### config.mk
export PLATFORM = sky130hd
export DESIGN_NAME = wb_write_arbiter
export DESIGN_NICKNAME = d
export VERILOG_FILES = /design/src/rtl/wb_write_arbiter.sv
export SDC_FILE = /design/constraint.sdc
export NUM_CORES = 1
export LEC_CHECK = 0
export ABC_AREA = 0
export CAP_MARGIN = 10
export CORE_MARGIN = 2
export CORE_UTILIZATION = 46
export CTS_BUF_LIST = sky130_fd_sc_hd__clkbuf_16
export DETAILED_ROUTE_END_ITERATION = 10
export PLACE_DENSITY_LB_ADDON = 0.1
export SLEW_MARGIN = 10
export SYNTH_ARGS = -nofsm -noshare
export SYNTH_HDL_FRONTEND = slang
export SYNTH_SLANG_ARGS = --single-unit
### constraint.sdc
create_clock -name i_clk -period 5.95 [get_ports i_clk]
set_clock_uncertainty 0.1 [all_clocks]
set_input_delay 1.785 -clock i_clk [delete_from_list [all_inputs] [get_ports i_clk]]
set_output_delay 1.785 -clock i_clk [all_outputs]
set_load 0.005 [all_outputs]
### src/rtl/wb_write_arbiter.sv
`default_nettype none
// ============================================================================
//  Module      : wb_write_arbiter
//  Description : Shares the register-file write port between pipeline
//                write-back (always first) and a small debug write FIFO.
//                A watchdog requests a pipeline stall when the FIFO head
//                stays blocked for too long.
//  Revision    : 1.0 - initial release
// ============================================================================
module wb_write_arbiter #(
    parameter int LEN      = 32,
    parameter int NB_ADDR  = 5,
    parameter int DEPTH    = 2,
    parameter int MAX_WAIT = 4,
    parameter int NB_CNT   = 3
) (
    input  logic               i_clk,
    input  logic               i_rst_n,
    input  logic               i_wb_RegWrite,
    input  logic [NB_ADDR-1:0] i_wb_write_register,
    input  logic [LEN-1:0]     i_wb_write_data,
    input  logic               i_dbg_valid,
    input  logic [NB_ADDR-1:0] i_dbg_addr,
    input  logic [LEN-1:0]     i_dbg_data,
    input  logic               i_dbg_flush,
    output logic               o_dbg_ready,
    output logic               o_RegWrite,
    output logic [NB_ADDR-1:0] o_write_register,
    output logic [LEN-1:0]     o_write_data,
    output logic               o_src_dbg,
    output logic               o_stall_req,
    output logic [NB_CNT-1:0]  o_dbg_count
);

    localparam int PTR_W = (DEPTH > 1) ? $clog2(DEPTH) : 1;

    typedef enum logic [1:0] {
        S_IDLE  = 2'd0,
        S_WAIT  = 2'd1,
        S_STALL = 2'd2
    } state_t;

    logic [NB_ADDR-1:0] r_mem_addr [DEPTH];
    logic [LEN-1:0]     r_mem_data [DEPTH];
    logic [PTR_W-1:0]   r_wr_ptr;
    logic [PTR_W-1:0]   r_rd_ptr;
    logic [NB_CNT-1:0]  r_count;
    logic [NB_CNT-1:0]  r_wait_cnt;
    state_t             r_state;

    logic               w_full;
    logic               w_empty;
    logic               w_push;
    logic               w_pop;
    logic               w_blocked;
    logic [NB_CNT-1:0]  w_count_next;
    logic [NB_CNT-1:0]  w_wait_next;
    state_t             w_state_next;
    logic [NB_ADDR-1:0] w_head_addr;
    logic [LEN-1:0]     w_head_data;

    assign w_full      = (r_count == NB_CNT'(DEPTH));
    assign w_empty     = (r_count == '0);
    assign w_push      = i_dbg_valid && !w_full && !i_dbg_flush;
    // The head owns the port whenever the pipeline is idle; it leaves the
    // FIFO at the edge even when addressed to r0 (discarded write).
    assign w_pop       = !i_wb_RegWrite && !w_empty;
    assign w_blocked   = i_wb_RegWrite && !w_empty;
    assign w_head_addr = r_mem_addr[r_rd_ptr];
    assign w_head_data = r_mem_data[r_rd_ptr];

    assign o_dbg_ready = !w_full;
    assign o_dbg_count = r_count;
    assign o_stall_req = (r_state == S_STALL);

    // Occupancy after this edge; push and pop together cancel out.
    always_comb begin
        w_count_next = r_count;
        case ({w_push, w_pop})
            2'b10:   w_count_next = r_count + NB_CNT'(1);
            2'b01:   w_count_next = r_count - NB_CNT'(1);
            default: w_count_next = r_count;
        endcase
    end

    // FIFO storage, no reset needed since occupancy gates every read.
    always_ff @(posedge i_clk) begin
        if (w_push) begin
            r_mem_addr[r_wr_ptr] <= i_dbg_addr;
            r_mem_data[r_wr_ptr] <= i_dbg_data;
        end
    end

    // FIFO pointers and occupancy; flush wins over push and pop.
    always_ff @(posedge i_clk or negedge i_rst_n) begin
        if (!i_rst_n) begin
            r_wr_ptr <= '0;
            r_rd_ptr <= '0;
            r_count  <= '0;
        end else if (i_dbg_flush) begin
            r_wr_ptr <= '0;
            r_rd_ptr <= '0;
            r_count  <= '0;
        end else begin
            if (w_push) r_wr_ptr <= r_wr_ptr + PTR_W'(1);
            if (w_pop)  r_rd_ptr <= r_rd_ptr + PTR_W'(1);
            r_count <= w_count_next;
        end
    end

    // Watchdog state and blocked-cycle counter registers.
    always_ff @(posedge i_clk or negedge i_rst_n) begin
        if (!i_rst_n) begin
            r_state    <= S_IDLE;
            r_wait_cnt <= '0;
        end else begin
            r_state    <= w_state_next;
            r_wait_cnt <= w_wait_next;
        end
    end

    // Watchdog next state: count blocked cycles, stall at the limit,
    // release once the head finally drains.
    always_comb begin
        w_state_next = r_state;
        w_wait_next  = r_wait_cnt;
        case (r_state)
            S_IDLE: begin
                w_wait_next = '0;
                if (w_push) w_state_next = S_WAIT;
            end
            S_WAIT: begin
                if (w_pop) begin
                    w_wait_next = '0;
                    if (w_count_next == '0) w_state_next = S_IDLE;
                end else if (w_blocked) begin
                    if (r_wait_cnt == NB_CNT'(MAX_WAIT - 1)) begin
                        w_state_next = S_STALL;
                        w_wait_next  = '0;
                    end else begin
                        w_wait_next = r_wait_cnt + NB_CNT'(1);
                    end
                end
            end
            S_STALL: begin
                w_wait_next = '0;
                if (w_pop) w_state_next = (w_count_next == '0) ? S_IDLE : S_WAIT;
            end
            default: begin
                w_state_next = S_IDLE;
                w_wait_next  = '0;
            end
        endcase
        if (i_dbg_flush) begin
            w_state_next = S_IDLE;
            w_wait_next  = '0;
        end
    end

    // Port mux: pipeline first, then FIFO head; r0 writes are suppressed.
    always_comb begin
        o_src_dbg        = 1'b0;
        o_RegWrite       = 1'b0;
        o_write_register = i_wb_write_register;
        o_write_data     = i_wb_write_data;
        if (i_wb_RegWrite) begin
            o_RegWrite = (i_wb_write_register != '0);
        end else if (!w_empty) begin
            o_src_dbg        = 1'b1;
            o_write_register = w_head_addr;
            o_write_data     = w_head_data;
            o_RegWrite       = (w_head_addr != '0);
        end
    end

endmodule
`default_nettype wire

==> impl_metrics.json, run 1 <==
{
  "fp.dieArea_sq_um": 8783,
  "drv_cap": 0,
  "tns_ns": 0,
  "insertion_delay_ns": 0.33,
  "grt_pass1_vias": 2378,
  "worstSetupPathType": "in2out",
  "ys.flop_type": "edfxtp_1",
  "multi_input_area_sq_um": 1089,
  "grt_overflow": 0,
  "place_congestion": 0.6995,
  "synth_top_area_frac": 0.6002,
  "drc": 0,
  "p_leak_uw": 0.001896,
  "synth-seq-area-share": 0.6678,
  "chipWidth_um": 93.72,
  "min_path_type": "reg2reg",
  "synth-simple-area-share": 0.08652,
  "seqCellArea_sq_um": 2474,
  "cp.arrival_ns": 3.54,
  "hold_viol": 0,
  "setup_violations": 0,
  "wire_per_inst_um": 13.67,
  "slew_violations": 0,
  "postSynth.asyncResetShare": 0.1190,
  "crit_start": "i_wb_RegWrite",
  "cts-resized-gates": 0,
  "cts_buffer_depth": 2,
  "crit_path_max_fanout": 37,
  "r2r-start": "o_dbg_count[2]$_DFF_PN0_",
  "synth_top_family_by_area": "multiplexers",
  "synth_fa_ha_area_frac": 0.01217,
  "synth_area_leaders": "edfxtp_1 60%, mux2i_1 10%, dfrtp_1 6.8%",
  "rsz0062_at_grt": "no",
  "n_fill_cell": 577,
  "ff2ff_path_depth": 11,
  "min_to": "r_wait_cnt[2]$_DFFE_PN0P_",
  "cts_hold_buf": 0,
  "final_cell_mix": "122 x clkdlybuf4s50_1, 74 x edfxtp_1, 41 x nand2_1",
  "synth_compound_area_frac": 0.07942,
  "status": "finished clean",
  "vias_per_cell": 4.924,
  "power_density_nw_per_um2": 390.7,
  "synth_edf_count": 74,
  "dp_hpwl_um": 4760,
  "netlist_area_sq_um": 3702,
  "r2r_end": "r_state[0]$_DFFE_PN0P_",
  "hold_depth": 1,
  "drtPass1Iterations": 4,
  "via_count": 2467,
  "io_pins": 123,
  "grt_util_all_layers": 0.1682,
  "layout_commonest_cell": "clkdlybuf4s50_1",
  "fin_crit_ns": 5.425,
  "netlist_instances": 272,
  "avgSynthCellArea_sq_um": 13.61,
  "path_clk_slew_ns": 0.06,
  "cts_htree_levels": 3,
  "hold_ws_ns": 0.4026,
  "synth.distinct_cells": 37,
  "tightest_slew_ns": 1.095,
  "synth_area_leader_cell": "edfxtp_1",
  "area_delta_synth_final_pct": 42.55,
  "initial_core_util": 0.4766,
  "dieHeight_um": 93.72,
  "ys_ff_latch": 84,
  "start_kind": "input pin",
  "rows": 32,
  "peakVddDrop_mv": 0.1914,
  "cts_tree": "yes",
  "postCtsSetupBuffers": 0,
  "drt_first_iter_violations": 84,
  "port_buffers": 122,
  "clock_sinks": 84,
  "ys_warn_count": 0,
  "max_freq_mhz": 184.3,
  "cts_made_buffers": 9,
  "synth_nets": 354,
  "rrSetupSlack_ns": 3.08,
  "min_from": "r_wait_cnt[2]$_DFFE_PN0P_",
  "cp.required_ns": 4.07,
  "drive_gt1_frac": 0.07018,
  "core_area_sq_um": 7767,
  "wirelength_um": 6850,
  "grt_max_degree": 42,
  "synthMuxAreaShare": 0.1000,
  "fin_nets": 476,
  "antenna_found_initial": 0,
  "cp-end-kind": "output port",
  "ant_nets": 0,
  "slew_headroom": 0.2684,
  "antennaDiodeCount": 0,
  "ctsRootBufferMaster": "clkbuf_16",
  "grt_pass1_wl_um": 11260,
  "synth-xor-area-share": 0.01183,
  "period_share": 0.9117
}
==> synthesized netlist by cell type (2+ instances only) <==
| library cell | count |
|---|---|
| a21oi_1 | 7 |
| buf_12 | 4 |
| buf_2 | 4 |
| buf_4 | 2 |
| clkbuf_2 | 3 |
| dfrtp_1 | 10 |
| edfxtp_1 | 74 |
| ha_1 | 2 |
| inv_1 | 5 |
| mux2i_1 | 37 |
| nand2_1 | 41 |
| nand2b_1 | 3 |
| nor2_1 | 12 |
| nor3_1 | 3 |
| o21ai_0 | 36 |
| o21ai_2 | 5 |
| xnor2_1 | 2 |
| xor2_1 | 3 |
==> state kept, by name, indices dropped and copies added (netlist names) <==
name / flops
r_mem_data: 64
r_mem_addr: 10
o_dbg_count: 3
r_wait_cnt: 3
r_state: 2
r_rd_ptr: 1
r_wr_ptr: 1
==> area by class of cell <==
type                    count  share of cell area
inverters                   6            0.004267
well taps                 102             0.02418
repair buffers            125              0.2380
multi-input cells         168              0.2063
flip-flops and latches     84              0.4687
clock buffers               9             0.04267
clock inverters             7             0.01588
==> worst max path at each step <==
stage / endpoint / slack, ns / depth (start not counted)
6_report: o_write_data[21] / 0.53 / 7
5_1_grt: o_write_data[21] / 0.39 / 7
4_1_cts: o_write_data[21] / 0.52 / 7
3_5_place_dp: o_write_data[21] / 0.53 / 7
3_3_place_gp: o_write_data[12] / 0.58 / 7
2_1_floorplan: r_mem_addr[0][0]$_DFFE_PP_ / 1.57 / 3
==> worst max-delay path: stages <==
cell and delay, ns:
clkdlybuf4s50_1 0.52, inv_1 0.10, nand2_4 0.08, buf_4 0.31, nand2_1 0.10, o21ai_0 0.09
clkdlybuf4s50_1 0.53
==> routing by layer <==
| metal | vias to the layer above | track usage | routed length, um |
|---|---|---|---|
| li1 | 1244 | - | - |
| met1 | 1141 | 0.2117 | 2956 |
| met2 | 75 | 0.2714 | 3277 |
| met3 | 7 | 0.04896 | 510 |
| met4 | 0 | 0.07246 | 106 |
| met5 | - | 0 | 0 |
==> metrics by stage <==
stage	total power, uW	instances	util	area (sq um)	setup WS, ns
finish	2062	501	0.6794	5278	0.5254
global route	2193	501	0.6794	5278	0.3862
CTS	2084	501	0.6794	5278	0.5170
detailed placement	1515	485	0.6397	4969	0.5257
global placement	1501	485	0.6397	4969	0.5827
floorplan	1204	272	-	3702	1.570
==> kinds of logic (layout without fill, tap and decap cells) <==
kind of cell,Yosys count,after routing
muxes,37,37
adders and majority gates,3,3
DFF,84,84
xor gates and xnor gates,5,5
and+or+nand+nor,71,71
AOI/OAI and AO/OA,52,52
buffers and inverters,20,147
==> where the power goes <==
| group | switching, uW | internal, uW |
|---|---|---|
| clock | 204 | 362 |
| sequential | 60.3 | 709 |
| combinational | 315 | 412 |
Power figures use the tool's default switching activity.
==> run 2, diff against run 1 <==
--- a/config.mk
+++ b/config.mk
@@ -8,10 +8,11 @@
 export ABC_AREA = 0
 export CAP_MARGIN = 10
 export CORE_MARGIN = 2
-export CORE_UTILIZATION = 46
+export CORE_UTILIZATION = 42
 export CTS_BUF_LIST = sky130_fd_sc_hd__clkbuf_16
 export DETAILED_ROUTE_END_ITERATION = 10
 export PLACE_DENSITY_LB_ADDON = 0.1
+export REMOVE_ABC_BUFFERS = 1
 export SLEW_MARGIN = 10
 export SYNTH_ARGS = -nofsm -noshare
 export SYNTH_HDL_FRONTEND = slang
==> impl_metrics.json, run 2 (synthesis gave the netlist of run 1 again) <==
{
  "status": "finished clean",
  "crit_path_max_incr_delay_ns": 0.53,
  "peakVddDrop_mv": 0.1481,
  "fp.dieArea_sq_um": 9582,
  "ff2ff_path_depth": 11,
  "dieHeight_um": 97.89,
  "worstSetupPathType": "in2out",
  "cts_buffer_depth": 2,
  "max_freq_mhz": 184.7,
  "placed_cells": 491,
  "antenna_found_initial": 0,
  "dr.max_layer_used": "met4",
  "slew_headroom": 0.2636,
  "layout_commonest_cell": "clkdlybuf4s50_1",
  "initial_core_util": 0.4287,
  "ctsRootBufferMaster": "clkbuf_16",
  "cp.required_ns": 4.07,
  "tns_ns": 0,
  "cts_hold_buf": 0,
  "regMostFlops": "r_mem_data",
  "vias_per_cell": 4.848,
  "worst-path-buf-inv": 4,
  "cts_tree": "yes",
  "cts_made_buffers": 9,
  "rows": 34,
  "crit_path_max_fanout": 43,
  "p_leak_uw": 0.001880,
  "path_clk_slew_ns": 0.06,
  "slew_violations": 0,
  "drt_first_iter_violations": 91,
  "hold_depth": 1,
  "antennaDiodeCount": 0,
  "place_congestion": 0.7032,
  "drive_gt1_frac": 0.07035,
  "worstPathCellList": "clkdlybuf4s50_1 > inv_1 > nand2_4 > buf_4 > nand2_1 > o21ai_0 > clkdlybuf4s50_1",
  "grt_overflow": 0,
  "hold_viol": 0,
  "drtPass1Iterations": 4,
  "fin_cells": 506,
  "min_path_type": "reg2reg",
  "cp.depth": 7,
  "chipWidth_um": 97.89,
  "n_fill_cell": 694,
  "fin_nets": 476,
  "wl_met2_um": 3401,
  "postCtsSetupBuffers": 0,
  "wire_per_inst_um": 14.13,
  "drc": 0,
  "dp_hpwl_um": 5043,
  "cts-resized-gates": 0,
  "multi_input_area_sq_um": 1089,
  "period_share": 0.9099,
  "fin_crit_ns": 5.414,
  "setup_violations": 0,
  "seqCellArea_sq_um": 2474,
  "largest_register_ff_count": 64,
  "m1WireLength_um": 3147,
  "grt_util_all_layers": 0.1552,
  "cpMostUsedCell": "clkdlybuf4s50_1",
  "power_density_nw_per_um2": 389.5,
  "rsz0062_at_grt": "no",
  "core_area_sq_um": 8636,
  "grt_max_degree": 44,
  "cp.arrival_ns": 3.53,
  "cp-end-kind": "output port",
  "final_area_sq_um": 5269,
  "critical_path.top_delay_family": "buffers and inverters",
  "area_delta_synth_final_pct": 42.31,
  "port_buffers": 122,
  "tightest_slew_ns": 1.102,
  "clock_sinks": 84,
  "io_pins": 123,
  "cts_htree_levels": 3,
  "crit_slowest_cell": "clkdlybuf4s50_1",
  "place_area_sq_um": 4964,
  "drv_cap": 0,
  "grt_pass1_vias": 2524,
  "grt_pass1_wl_um": 11770,
  "met3_length_um": 474,
  "start_kind": "input pin",
  "ant_nets": 0,
  "wirelength_um": 7152,
  "via_count": 2453,
  "insertion_delay_ns": 0.32,
  "final_cell_mix": "122 x clkdlybuf4s50_1, 74 x edfxtp_1, 41 x nand2_1",
  "top_regs": "r_mem_data: 64 flops, r_mem_addr: 10 flops"
}
run 2: cell count changes in the layout (fill, tap and decap cells not counted), sizes merged:
cell	change
clkinv	+1
inv	-2
run 2: where the power goes:
group / internal, uW / total, uW / switching [uW]
registers: 709 / 769 / 59.4
logic: 403 / 719 / 316
clock network: 361 / 565 / 204
total: 1470 / 2050 / 579
run 2: final timing paths:
kind / start / to / slack, ns
hold / removal: r_wait_cnt[2]$_DFFE_PN0P_ / r_wait_cnt[2]$_DFFE_PN0P_ / 0.41
max in group asynchronous: i_rst_n / r_rd_ptr$_DFFE_PN0N_ / 3.71
setup / recovery: i_wb_RegWrite / o_write_data[12] / 0.54
hold reg to reg: r_wait_cnt[2]$_DFFE_PN0P_ / r_wait_cnt[2]$_DFFE_PN0P_ / 0.41
setup reg to reg: o_dbg_count[2]$_DFF_PN0_ / r_state[0]$_DFFE_PN0P_ / 3.10
min in group asynchronous: i_rst_n / r_wait_cnt[1]$_DFFE_PN0P_ / 1.69
run 2: area by class of cell:
type | count | area share
Tap cell | 108 | 0.02565
Inverter | 6 | 0.004275
Clock inverter | 6 | 0.01520
Timing Repair Buffer | 125 | 0.2360
Clock buffer | 9 | 0.04275
Multi-Input combinational cell | 168 | 0.2066
Sequential cell | 84 | 0.4695
run 2: stage by stage:
stage / hold slack, ns / utilization / setup slack [ns] / power, uW
2_1_floorplan: 0.3670 / - / 1.547 / 1133
3_3_place_gp: 0.3854 / 0.5748 / 0.5418 / 1501
3_5_place_dp: 0.3874 / 0.5748 / 0.5029 / 1516
4_1_cts: 0.4066 / 0.6101 / 0.4972 / 2085
5_1_grt: 0.4334 / 0.6101 / 0.3426 / 2180
6_report: 0.4087 / 0.6101 / 0.5362 / 2052
run 2: worst reg2reg max path, stage by stage (launching register included):
cell,delay (ns)
dfrtp_1,0.46
or3_4,0.45
nand2_4,0.08
buf_4,0.31
inv_2,0.11
ha_1,0.24
inv_1,0.07
fa_1,0.18
xor2_1,0.24
xor2_1,0.17
a21oi_1,0.08
o221a_1,0.26
run 2: per-layer routing:
layer / up-vias / GRT usage
met5: - / 0
met4: 0 / 0.05876
met3: 10 / 0.04653
met2: 76 / 0.2518
met1: 1126 / 0.1973
li1: 1241 / -
